[src/rtl/buf_share_arb.sv]
// buf_share_arb: round-robin arbiter that relays one four-phase req/ack
// handshake at a time from N_REQ senders onto a single BUF input port.
// Optional macro BUF_ARB_TIMEOUT_EN adds a b_ack watchdog in FWD that sets
// the sticky err flag and abandons the transfer after TIMEOUT cycles.
module buf_share_arb #(
   parameter int N_REQ   = 4,
   parameter int DW      = 32,
   parameter int TIMEOUT = 64
) (
   input  logic                                           clk,
   input  logic                                           rst_n,
   input  logic [N_REQ-1:0]                               s_req,
   input  logic [N_REQ*DW-1:0]                            s_data,
   output logic [N_REQ-1:0]                               s_ack,
   output logic                                           b_req,
   output logic [DW-1:0]                                  b_data,
   input  logic                                           b_ack,
   output logic [((N_REQ > 1) ? $clog2(N_REQ) : 1)-1:0]   gnt_id,
   output logic                                           busy,
   output logic                                           err
);

   localparam int IW = (N_REQ > 1) ? $clog2(N_REQ) : 1;
   localparam logic [IW:0]   N_W  = (IW+1)'(N_REQ);
   localparam logic [IW-1:0] LAST = IW'(N_REQ - 1);

   typedef enum logic [1:0] {
      IDLE  = 2'd0,
      FWD   = 2'd1,
      HOLD  = 2'd2,
      DRAIN = 2'd3
   } state_t;

   state_t              state_r;
   state_t              state_nxt_s;
   logic [IW-1:0]       ptr_r;
   logic [IW-1:0]       ptr_nxt_s;
   logic [IW-1:0]       gnt_nxt_s;
   logic [DW-1:0]       data_nxt_s;
   logic                breq_nxt_s;
   logic [N_REQ-1:0]    sack_nxt_s;
   logic                busy_nxt_s;
   logic [IW-1:0]       pick_s;
   logic [IW-1:0]       ptr_after_s;
   logic [DW-1:0]       data_arr_s [N_REQ];

   // First requester at or after ptr, scanning upward with wrap. Scanning
   // downward in k lets the smallest distance from ptr overwrite last.
   function automatic logic [IW-1:0] rr_pick(input logic [N_REQ-1:0] req,
                                             input logic [IW-1:0]    ptr);
      logic [IW-1:0] pick;
      logic [IW:0]   sum;
      logic [IW-1:0] idx;
      pick = '0;
      for (int k = N_REQ - 1; k >= 0; k--) begin
         sum  = {1'b0, ptr} + (IW+1)'(k);
         sum  = (sum >= N_W) ? (sum - N_W) : sum;
         idx  = sum[IW-1:0];
         pick = req[idx] ? idx : pick;
      end
      return pick;
   endfunction

   for (genvar g = 0; g < N_REQ; g++) begin : g_unpack
      assign data_arr_s[g] = s_data[g*DW +: DW];
   end

   assign pick_s      = rr_pick(s_req, ptr_r);
   assign ptr_after_s = (gnt_id == LAST) ? '0 : (gnt_id + IW'(1));

`ifdef BUF_ARB_TIMEOUT_EN
   localparam int            CW      = $clog2(TIMEOUT + 1);
   localparam logic [CW-1:0] TO_LAST = CW'(TIMEOUT - 1);

   logic [CW-1:0] cnt_r;
   logic [CW-1:0] cnt_nxt_s;
   logic          err_r;
   logic          err_nxt_s;

   assign err = err_r;
`else
   // Watchdog compiled out: err can never assert and TIMEOUT has no effect.
   assign err = (TIMEOUT > 0) ? 1'b0 : 1'b0;
`endif

   // Next-state and next-output logic; every register holds unless changed.
   always_comb begin
      state_nxt_s = state_r;
      ptr_nxt_s   = ptr_r;
      gnt_nxt_s   = gnt_id;
      data_nxt_s  = b_data;
      breq_nxt_s  = b_req;
      sack_nxt_s  = s_ack;
`ifdef BUF_ARB_TIMEOUT_EN
      cnt_nxt_s   = cnt_r;
      err_nxt_s   = err_r;
`endif
      case (state_r)
         IDLE: begin
            // A stale b_ack from the previous transfer blocks a new grant.
            if ((|s_req) && !b_ack) begin
               gnt_nxt_s   = pick_s;
               data_nxt_s  = data_arr_s[pick_s];
               breq_nxt_s  = 1'b1;
               state_nxt_s = FWD;
`ifdef BUF_ARB_TIMEOUT_EN
               cnt_nxt_s   = '0;
`endif
            end else begin
               state_nxt_s = IDLE;
            end
         end
         FWD: begin
            // An early drop of s_req is ignored here; only b_ack matters.
            if (b_ack) begin
               sack_nxt_s         = '0;
               sack_nxt_s[gnt_id] = 1'b1;
               state_nxt_s        = HOLD;
            end
`ifdef BUF_ARB_TIMEOUT_EN
            else if (cnt_r == TO_LAST) begin
               err_nxt_s   = 1'b1;
               breq_nxt_s  = 1'b0;
               ptr_nxt_s   = ptr_after_s;
               state_nxt_s = IDLE;
            end else begin
               cnt_nxt_s   = cnt_r + CW'(1);
            end
`else
            else begin
               state_nxt_s = FWD;
            end
`endif
         end
         HOLD: begin
            if (!s_req[gnt_id]) begin
               breq_nxt_s  = 1'b0;
               state_nxt_s = DRAIN;
            end else begin
               state_nxt_s = HOLD;
            end
         end
         DRAIN: begin
            if (!b_ack) begin
               sack_nxt_s  = '0;
               ptr_nxt_s   = ptr_after_s;
               state_nxt_s = IDLE;
            end else begin
               state_nxt_s = DRAIN;
            end
         end
         default: begin
            breq_nxt_s  = 1'b0;
            sack_nxt_s  = '0;
            state_nxt_s = IDLE;
         end
      endcase
      busy_nxt_s = (state_nxt_s != IDLE);
   end

   // State and registered outputs; reset aborts any transfer in flight.
   always_ff @(posedge clk or negedge rst_n) begin
      if (!rst_n) begin
         state_r <= IDLE;
         ptr_r   <= '0;
         gnt_id  <= '0;
         b_data  <= '0;
         b_req   <= 1'b0;
         s_ack   <= '0;
         busy    <= 1'b0;
      end else begin
         state_r <= state_nxt_s;
         ptr_r   <= ptr_nxt_s;
         gnt_id  <= gnt_nxt_s;
         b_data  <= data_nxt_s;
         b_req   <= breq_nxt_s;
         s_ack   <= sack_nxt_s;
         busy    <= busy_nxt_s;
      end
   end

`ifdef BUF_ARB_TIMEOUT_EN
   // Watchdog counter and sticky error flag.
   always_ff @(posedge clk or negedge rst_n) begin
      if (!rst_n) begin
         cnt_r <= '0;
         err_r <= 1'b0;
      end else begin
         cnt_r <= cnt_nxt_s;
         err_r <= err_nxt_s;
      end
   end
`endif

endmodule

[config.mk]
export PLATFORM = sky130hd
export DESIGN_NAME = buf_share_arb
export DESIGN_NICKNAME = d
export VERILOG_FILES = /design/src/rtl/buf_share_arb.sv
export SDC_FILE = /design/constraint.sdc
export NUM_CORES = 1
export LEC_CHECK = 0
export CORE_MARGIN = 2
export CORE_UTILIZATION = 41
export DETAILED_ROUTE_END_ITERATION = 7
export GPL_ROUTABILITY_DRIVEN = 1
export PLACE_DENSITY = 0.88
export SYNTH_ARGS = -nofsm -noshare
export SYNTH_HDL_FRONTEND = slang
export SYNTH_SLANG_ARGS = --single-unit
[constraint.sdc]
create_clock -name clk -period 2.4 [get_ports clk]
set_input_delay 0.36 -clock clk [delete_from_list [all_inputs] [get_ports clk]]
set_output_delay 0.36 -clock clk [all_outputs]
set_load 0.05 [all_outputs]
== After elaboration in Yosys (flattened, before gate mapping) ==
Index checks and enable logic that the tools add are counted.

* Bits in registers: 44
* Input port bits: 135
* Output and inout port bits: 41
* Word-level logic and storage cells: 83

* Add/sub/neg operators: 8
* Order comparisons: 11
* Equality and inequality tests: 8
* Mux-type cells: 35
* Bitwise logic cells: 2
* Reduce and logical (&&, ||, !) cells: 12

{| class="wikitable"
|+ Operators by type and width
! operator !! count
|-
| 32-bit binary-select mux with 2-bit select || 1
|-
| 32-bit two-way mux || 2
|-
| 2-bit two-way mux || 11
|-
| 2-bit by 3-bit less-than comparator with 1-bit output, second input constant || 5
|-
| 3-bit greater-or-equal comparator, second input constant || 4
|-
| 1-bit binary-select mux with 2-bit select || 5
|-
| 1-bit two-way mux || 10
|-
| 4-bit two-way mux || 2
|-
| 2-bit != test, second input constant || 4
|-
| 2-bit case mux with 4 select lines || 1
|-
| 4-bit case mux with 2 select lines || 1
|-
| 2-bit by 1-bit subtractor with 2-bit output, second input constant || 4
|-
| 2-bit by 2-bit adder with 3-bit output, second input constant || 2
|-
| 2-bit == test, second input constant || 3
|-
| 3-bit AND reduction || 2
|-
| 2-bit nonzero test || 3
|-
| 2-bit AND reduction || 2
|-
| 4-bit OR reduction || 1
|-
| 2-bit by 1-bit adder with 3-bit output, second input constant || 1
|-
| 2-bit by 3-bit greater-or-equal comparator with 1-bit output, second input constant || 1
|-
| 2-bit NOT with 3-bit output || 1
|-
| 2-bit by 1-bit adder with 2-bit output, second input constant || 1
|-
| 1-bit demux with 2-bit select || 1
|-
| 2-bit by 1-bit == test with 1-bit output, second input constant || 1
|-
| other kinds (6) || 7
|}

== Longest topological paths before layout ==
* Word-level depth: 13
* Gate-level depth with buffers: 8
* Mapped depth without buffers: 5

== Worst setup path after synthesis ==
No wires, ideal clock.

* Path kind: input port to flip-flop
* From: input s_req[1]
* To: register b_data[12]
* Library setup time: 133 ps
* Arrival time: 1538 ps
* Data required time: 2267 ps
* Slack: 729 ps
* Stages on the path: 7
* Buffers on the path: 2
* Cells stage by stage: nor4_1 -> or2_1 -> nand2b_4 -> buf_6 -> nand2b_2 -> buf_2 -> o221ai_2

* Longest elaborated chain between the ends: 10
* Elaborated cells on any way between the ends: 19
* Classes of those cells: mux: 15; bitwise: 1; reduce/logical: 3

{| class="wikitable"
|+ RTL lines
! element !! RTL line !! text
|-
| start, declared || 12 || <nowiki>input logic [N_REQ-1:0] s_req,</nowiki>
|-
| 1-bit binary-select mux with 2-bit select || 59 || <nowiki>pick = req[idx] ? idx : pick;</nowiki>
|-
| 1-bit two-way mux (not written as such) || 59 ||
|-
| 2-bit two-way mux (4 in series) || 59 ||
|-
| 2-bit NOT with 3-bit output (not written as such) || 103 || <nowiki>data_nxt_s = data_arr_s[pick_s];</nowiki>
|-
| 32-bit binary-select mux with 2-bit select || 103 ||
|-
| 32-bit two-way mux (not written as such) (2 in series) || 103 ||
|-
| end signal, assigned || 175 || <nowiki>b_data <= data_nxt_s;</nowiki>
|-
| end, declared || 16 || <nowiki>output logic [DW-1:0] b_data,</nowiki>
|}

Parallel ways exist; a longest one is shown, timed or not. The select of a mux whose other input is x is not followed.
A chain may end at the register's enable or synchronous reset.

== Worst setup path in the final report ==
* From: input s_req[0]
* To: register b_data[1]

Same word-level chain as after synthesis.

==> summary.md <==
| Metric | Value |
|---|---|
| Status | `completed` |
| CP startpoint | `s_req[0]` |
| NumNets Final | `565` |
| CP max FO | `21` |
| Switching fraction of total power | `48.0%` |
| Vias in the first global route | `2,752` |
| Int Pwr | `2.85 mW` |
| Clock buffer count from CTS | `5` |
| Largest net degree at the start of global routing | `37` |
| Sequential area share after synthesis | `38.3%` |
| Final Power | `5.49 mW` |
| Syn nets | `393` |
| Starting Density | `42.3%` |
| Fmax | `488 MHz` |
| Worst r2r path cells | `6` |
| CTS HTree Levels | `2` |
| Final min period | `2050 ps` |
| TritonCTS clock tree | `done` |
| Longest Clk Path Bufs | `2` |
| Relative slew slack | `62.7%` |
| Comb pwr share | `64.8%` |
| Worst path required time | `2540 ps` |
| XOR/XNOR Fraction of Synth Area | `0%` |
| Slew Viols, Final | `0` |
| DR WL/cell | `16.2 um` |
| Layout area overhead | `68.1%` |
| Worst Hold Class | `primary input to asynchronous set/reset pin` |
| ANT cells | `0` |
| RSZ-0062 raised after global routing | `false` |
| Worst-Skew Late Latency | `280 ps` |
| Final setup violation count | `0` |
| Grt total ovfl | `0` |
| DIE AREA | `7700 um2` |
| Largest family of logic cells by synthesized area | `multiplexers` |
| Routability cong. | `0.771` |
| Initial antenna violation count | `0` |
| Worst r2r dst | `b_data[1]` |
| Sinks on Clock Net | `44` |
| Clk_skew | `4.91 ps` |
| Pwr Density | `1140 nW/um2` |
| Mapped Cells | `254` |
| Final instance area | `4830 um2` |
| Launch point of the worst reg-to-reg path | `ptr_r[0]` |
| Leakage | `2.02 nW` |
| Die Wd | `87.7 um` |
| Worst R2R Setup Slack | `650 ps` |
| CTS Root Cell | `clkbuf_8` |
| Worst-margin pin slew | `558 ps` |
| Num ports | `176` |
| Share of layout cells above drive strength 1 | `13.6%` |
| Post-DP Area | `4710 um2` |
| Synth Area in Adders | `1.74%` |
| Setup TNS | `0 ps` |
| First-pass DRT Iterations | `4` |
| Yosys warning count | `0` |
| Post-synthesis mux area share | `24.6%` |
| 1st-iter DRT viols | `71` |
| DP Cell Count | `514` |
| Synth Area in Compound Gates | `20.2%` |
| Final period util | `85.4%` |
| Worst Setup Start Kind | `primary input` |
| Vias | `2,683` |
| Core area | `6790 um2` |
| Die height | `87.7 um` |
| Site Rows | `30` |
| Endpoint type of the worst setup path | `flip-flop` |
| Tot GR Track Use | `21.7%` |
| Final Hold Fails | `0` |
| Reg power frac | `25.1%` |
| Seq cells post-synth | `44` |
| PortBufs | `174` |
| CP Class | `primary input to flip-flop` |
| Number of vias per cell | `5.13` |
| Post-DP HPWL | `6760 um` |
| Simple-gate portion of the synthesized area | `9.40%` |
| Maximum VDD drop | `0.000656 V` |
| Fill count | `520` |
| DRC Markers | `0` |
| Global-route wire length before repair | `13,200 um` |
| Cell variety after synth | `30` |
| Routed WL | `8500 um` |
| Clock Power Share | `10.1%` |
| CP arrival | `2190 ps` |
| Hold WS | `383 ps` |
| End point of the critical path | `b_data[1]` |
| Reg clk slew, reported paths | `80 ps` |
| Syn avg cell area | `11.3 um2` |
| Final ANT Viol Nets | `0` |
| Syn Std Cell Area | `2870 um2` |
| Finished Layout Cells | `523` |
| Max-Cap Viols | `0` |
| Net switching power | `2.63 mW` |
[Yosys cell counts]
library cell	n	share of area [%]
conb_1	1	0.13
mux2i_1	65	23
nor2_2	1	0.22
or2_1	2	0.44
mux2_2	3	1.2
clkbuf_1	5	0.65
a31oi_1	4	0.87
inv_1	4	0.52
nand2b_2	1	0.30
buf_1	1	0.13
nand2b_4	1	0.48
nor2_1	2	0.26
o221ai_1	4	1.2
buf_6	5	2.0
o221ai_2	29	15
mux4_2	1	0.78
a21oi_1	2	0.35
nor4_1	1	0.22
o21ai_0	7	1.2
nand2b_1	1	0.22
o31ai_1	2	0.52
a21boi_0	2	0.52
nand2_1	42	5.5
ha_1	4	1.7
o32a_1	1	0.35
buf_4	5	1.3
dfrtp_1	44	38
nor2b_1	7	1.5
buf_2	6	1.0
nand3b_1	1	0.26
[power by group through the flow]
stage          clock network (mW)  logic, mW  registers [mW]
5_1_grt                     0.601       3.77            1.42
6_report                    0.553       3.56            1.38
3_3_place_gp                    0       3.50            1.37
4_1_cts                     0.570       3.59            1.37
3_5_place_dp                    0       3.59            1.37
2_1_floorplan                   0       1.41            2.35
[state kept, by name (all words and copies together), names as in the netlist]
signal / flops
b_data: 32
s_ack: 4
gnt_id: 2
ptr_r: 2
state_r: 2
b_req: 1
busy: 1
[through the flow]
step | util (%) | setup WS [ps]
finish | 71.1 | 350
global route | 71.1 | 200
CTS | 71.1 | 358
detailed placement | 69.4 | 47.3
global placement | 69.4 | 131
floorplan | - | 729
[layout by cell type, fill, tap and decap left out, types with 3 or more instances in the layout]
master / instances
dfrtp_1: 44
clkdlybuf4s50_1: 173
buf_12: 3
clkbuf_8: 5
inv_1: 4
o221ai_1: 4
a31oi_1: 4
mux2_2: 3
mux2i_1: 65
nor2b_1: 7
nand2_1: 42
o221ai_2: 29
o21ai_0: 7
buf_4: 9
ha_1: 4
[critical path: stages]
cell and delay (ps):
clkdlybuf4s50_1 490, nor4_1 380, or2_1 190, nand2b_4 140, or2_2 120, buf_4 330, o221ai_1 170
[worst min path at each step]
stage / endpoint / slack [ps]
final: s_ack[3] / 380
after global routing: s_ack[3] / 380
after CTS: s_ack[3] / 370
after detailed placement: s_ack[3] / 150
after global placement: s_ack[3] / 150
after floorplan: b_data[0] / 60
[cells by family (layout without fill, tap and decap cells)]
| logic type | after synthesis | in the layout |
|---|---|---|
| flip-flops | 44 | 44 |
| adder cells (fa/ha/maj) | 4 | 4 |
| other | 1 | 1 |
| AND/OR/NAND/NOR | 59 | 59 |
| multiplexers | 69 | 69 |
| AO/OA/AOI/OAI | 51 | 51 |
| buffers and inverters | 26 | 199 |
[layout make-up]
type	count	area (um2)	share of cell area (%)
Clock inverter	2	35.0	0.725
Sequential cell	44	1100	22.8
Timing Repair Buffer	187	1870	38.8
Tap cell	96	120	2.49
Inverter	4	15.0	0.311
Clock buffer	6	72.6	1.50
Multi-Input combinational cell	184	1610	33.4
[per-layer routing]
layer	wire [um]	share of wire, %	track usage [%]
met3	562	6.6	5.84
met5	0	0	0
met2	4440	52	39.6
met4	94	1.1	4.62
met1	3400	40	25.5
[timing repair]
action / in CTS / in global routing
setup buffers: 0 / 0
hold endpoints to repair: 1 / 0
resized for setup: 0 / 0
hold buffers: 1 / 0
Note: power is estimated with default switching activity, not from simulation.
==> variant 1, RTL diff (same flow settings) <==
The 4 states of `state_t` get a one-hot encoding in 4 bits.
--- a/src/rtl/buf_share_arb.sv
+++ b/src/rtl/buf_share_arb.sv
@@ -24,11 +24,11 @@
    localparam logic [IW:0]   N_W  = (IW+1)'(N_REQ);
    localparam logic [IW-1:0] LAST = IW'(N_REQ - 1);
 
-   typedef enum logic [1:0] {
-      IDLE  = 2'd0,
-      FWD   = 2'd1,
-      HOLD  = 2'd2,
-      DRAIN = 2'd3
+   typedef enum logic [3:0] {
+      IDLE  = 4'b0001,
+      FWD   = 4'b0010,
+      HOLD  = 4'b0100,
+      DRAIN = 4'b1000
    } state_t;
 
    state_t              state_r;
Function: same outputs for any inputs over 10 cycles, from zero or initial values and one cycle with rst_n low; not proved beyond that.
==> variant 1 against the unedited design <==
Largest cell class unchanged; design area rose by 5.7%; clock power grew 9.2%; synthesized cell count is 35% higher; largest power group unchanged; critical path depth unchanged; fmax fell by 1.8%; routed wire length up 25%; power is 2.4% lower; synthesized area grew 7.9%; setup slack got worse by 0.037 ns; register-to-register slack worse by 0.24 ns; sequential cell count increased by 2; clock skew grew 0.00077 ns.
==> variant 1: results (changes against the unedited design) <==
final net count -> 641 (was 565)
gate count of the mapped netlist -> 342 (was 254)
Resized cells post-CTS -> 0 (unchanged)
top post-synthesis cells by count -> 45 x dfrtp_1, 36 x a21oi_1, 36 x nand2_1 (was 65 x mux2i_1, 44 x dfrtp_1, 42 x nand2_1)
Placed Area -> 4990 um2 (was 4710 um2)
mux cell area share after synthesis -> 11.7% (was 24.6%)
Compound-Gate Fraction of Synth Area -> 31.9% (was 20.2%)
LEAKAGE -> 2.07 nW (was 2.02 nW)
CTS Buf Count -> 5 (unchanged)
layout cells sized above 1 -> 10.3% (was 13.6%)
initial drt markers -> 140 (was 71)
placed cell count -> 594 (was 514)
worst slack at placement -> -0.0112 ns (was 0.0473 ns)
WP data arrival -> 2.26 ns (was 2.19 ns)
Total Routing Usage GR -> 25.9% (was 21.7%)
drt via density -> 5.63 (was 5.13)
DR WL/cell -> 17.7 um (was 16.2 um)
clk_skew -> 0.00568 ns (was 0.00491 ns)
register area share after synthesis -> 37.2% (was 38.3%)
synth top area cells -> dfrtp_1 36%, mux2i_1 11%, a211oi_2 6.9% (was dfrtp_1 38%, mux2i_1 23%, o221ai_2 15%)
Hold Path Class -> primary input to async pin (unchanged)
status -> finished, final reports clean (unchanged)
Distinct cells, synth -> 41 (was 30)
syn_nets -> 481 (was 393)
first-pass GRT wire length -> 17.5 mm (was 13.2 mm)
Final GP Congestion -> 0.846 (was 0.771)
Post-Synth Adder-Cell Area -> 1.61% (was 1.74%)
crit path max fanout -> 37 (was 21)
pin count of the biggest net entering global routing -> 47 (was 37)
maximum vdd drop -> 0.485 mV (was 0.656 mV)
==> variant 1: changes by cell type after synthesis, moves of 14 or more <==
cell      before  now
a211oi_1       0   16
o21ai_0        7   25
o221ai_2      29    0
clkbuf_1       5   19
o21ai_1        0   14
a211oi_2       0   17
mux2i_1       65   33
a21oi_1        2   36
o22ai_1        0   32
==> variant 1: per-layer routing <==
layer | global-route usage, % | share of wire (%)
met1 | 29.4 | 38
met2 | 46.4 | 51
met3 | 6.14 | 7.9
met4 | 10.5 | 3.6
met5 | 0 | 0
==> variant 1: layout make-up <==
class | count | area (um2)
multi-input combinational | 254 | 1760
tap | 99 | 124
clock buffer | 7 | 86.3
sequential | 46 | 1150
timing repair buffer | 190 | 1930
inverter | 5 | 18.8
clock inverter | 1 | 30.0
fill | 599 | 2190
==> variant 1: cell families (layout without fill, tap and decap cells) <==
logic type,Yosys count,count (layout)
compound gates,149,149
simple gates,65,65
flops,46,46
buf+inv,42,203
mux,35,35
fa+ha+maj,4,4
other cells,1,1
==> variant 1: path summary, 6_finish.rpt <==
check / cells after the start / end / slack (ns) / startpoint
setup / recovery: 7 / b_data[2] / 0.31 / s_req[2]
hold / removal: 2 / b_data[10] / 0.04 / rst_n
setup reg to reg: 6 / b_data[4] / 0.41 / state_r[1]
hold reg to reg: 1 / s_ack[2] / 0.52 / s_ack[2]
max in group asynchronous: 2 / state_r[0] / 2.09 / rst_n
min in group clk: 1 / s_ack[2] / 0.52 / s_ack[2]
==> variant 1: where the power goes <==
| group | total, W | switching (W) | internal [W] |
|---|---|---|---|
| logic | 0.00338 | 0.00207 | 0.00131 |
| registers | 0.00137 | 0.000246 | 0.00113 |
| clock network | 0.000604 | 0.000264 | 0.000340 |
| total | 0.00535 | 0.00258 | 0.00278 |
==> variant 2, RTL diff (same flow settings) <==
Made on the original files. Add a define of `BUF_ARB_TIMEOUT_EN`.
--- a/src/rtl/buf_share_arb.sv
+++ b/src/rtl/buf_share_arb.sv
@@ -2,6 +2,8 @@
 // handshake at a time from N_REQ senders onto a single BUF input port.
 // Optional macro BUF_ARB_TIMEOUT_EN adds a b_ack watchdog in FWD that sets
 // the sticky err flag and abandons the transfer after TIMEOUT cycles.
+`define BUF_ARB_TIMEOUT_EN
+
 module buf_share_arb #(
    parameter int N_REQ   = 4,
    parameter int DW      = 32,
Function: no difference found for any inputs over 10 cycles, from zero or initial values and one cycle with rst_n low; that may be too few to reach the edited logic, so the function may still have changed.
==> variant 2 against the unedited design <==
First-iteration DRC count grew 27%; register-to-register slack worse by 0.16 ns; setup slack got worse by 0.049 ns; clock power grew 9.2%; sequential cell count is 8 higher; fmax is 2.3% lower; design area increased by 12%; via count grew 15%; non-clock buffer count is 2 higher; routed wire length increased by 16%; synthesized area is 20% higher; power grew 11%; count of clock-buffer cells in the layout is 1 lower; critical path type unchanged; largest power group unchanged.
==> variant 2: results (changes against the unedited design) <==
dpl hpwl -> 7.88 mm (was 6.76 mm)
DR WL/cell -> 17.1 um (was 16.2 um)
LEAKAGE -> 2.36 nW (was 2.02 nW)
mux cell area share after synthesis -> 20.1% (was 24.6%)
worst setup margin -> 0.301 ns (was 0.350 ns)
input/output buffers -> 175 (was 174)
first-pass GRT wire length -> 15.0 mm (was 13.2 mm)
Placed Area -> 5280 um2 (was 4710 um2)
Avg Synthesized Cell Area -> 11.5 um2 (was 11.3 um2)
Post-Route WL -> 9.89 mm (was 8.50 mm)
Post-Synth Adder-Cell Area -> 3.61% (was 1.74%)
Final GP Congestion -> 0.811 (was 0.771)
met2 routed WL -> 5.10 mm (was 4.44 mm)
headroom to the max-slew limit -> 57.4% (was 62.7%)
worst skew pair latency -> 0.30 ns (was 0.28 ns)
worst slack at placement -> 0.0116 ns (was 0.0473 ns)
maximum vdd drop -> 0.602 mV (was 0.656 mV)
final net count -> 618 (was 565)
Worst R2R End -> cnt_r[5] (was b_data[1])
worst setup path end -> b_data[18] (was b_data[1])
layout cells sized above 1 -> 13.9% (was 13.6%)
met2 Use GR -> 37.5% (was 39.6%)
initial drt markers -> 90 (was 71)
M1 GR Usage -> 25.0% (was 25.5%)
Clock power frac -> 9.9% (was 10.1%)
clk_skew -> 0.00939 ns (was 0.00491 ns)
status -> finished, final reports clean (unchanged)
Clock group -> 0.000604 W (was 0.000553 W)
[variant 2: cell count changes in the layout (fill, tap and decap cells not counted), moves of 4 or more]
cell,delta
dfrtp_1,+8
nor2b_1,-4
inv_1,+5
nor3_1,+5
ha_1,+6
a211oi_1,+4
a31oi_1,-4
a21oi_1,+4
[variant 2: cell families after synthesis]
logic type,count (synthesis)
buffers and inverters,33
and+or+nand+nor,66
muxes,68
DFF,52
adders and majority gates,10
AOI/OAI and AO/OA,72
[variant 2: final cells by class]
class | count | area [um2]
Fill cell | 654 | 2820
Inverter | 9 | 33.8
Clock buffer | 5 | 68.8
Tap cell | 105 | 131
Sequential cell | 52 | 1300
Clock inverter | 3 | 42.5
Timing Repair Buffer | 189 | 1910
Multi-Input combinational cell | 216 | 1900
[variant 2: critical path, delay by kind of cell]
family          cells  cell delay [ns]
buf+inv             3             0.91
mux                 1             0.32
compound gates      3             0.66
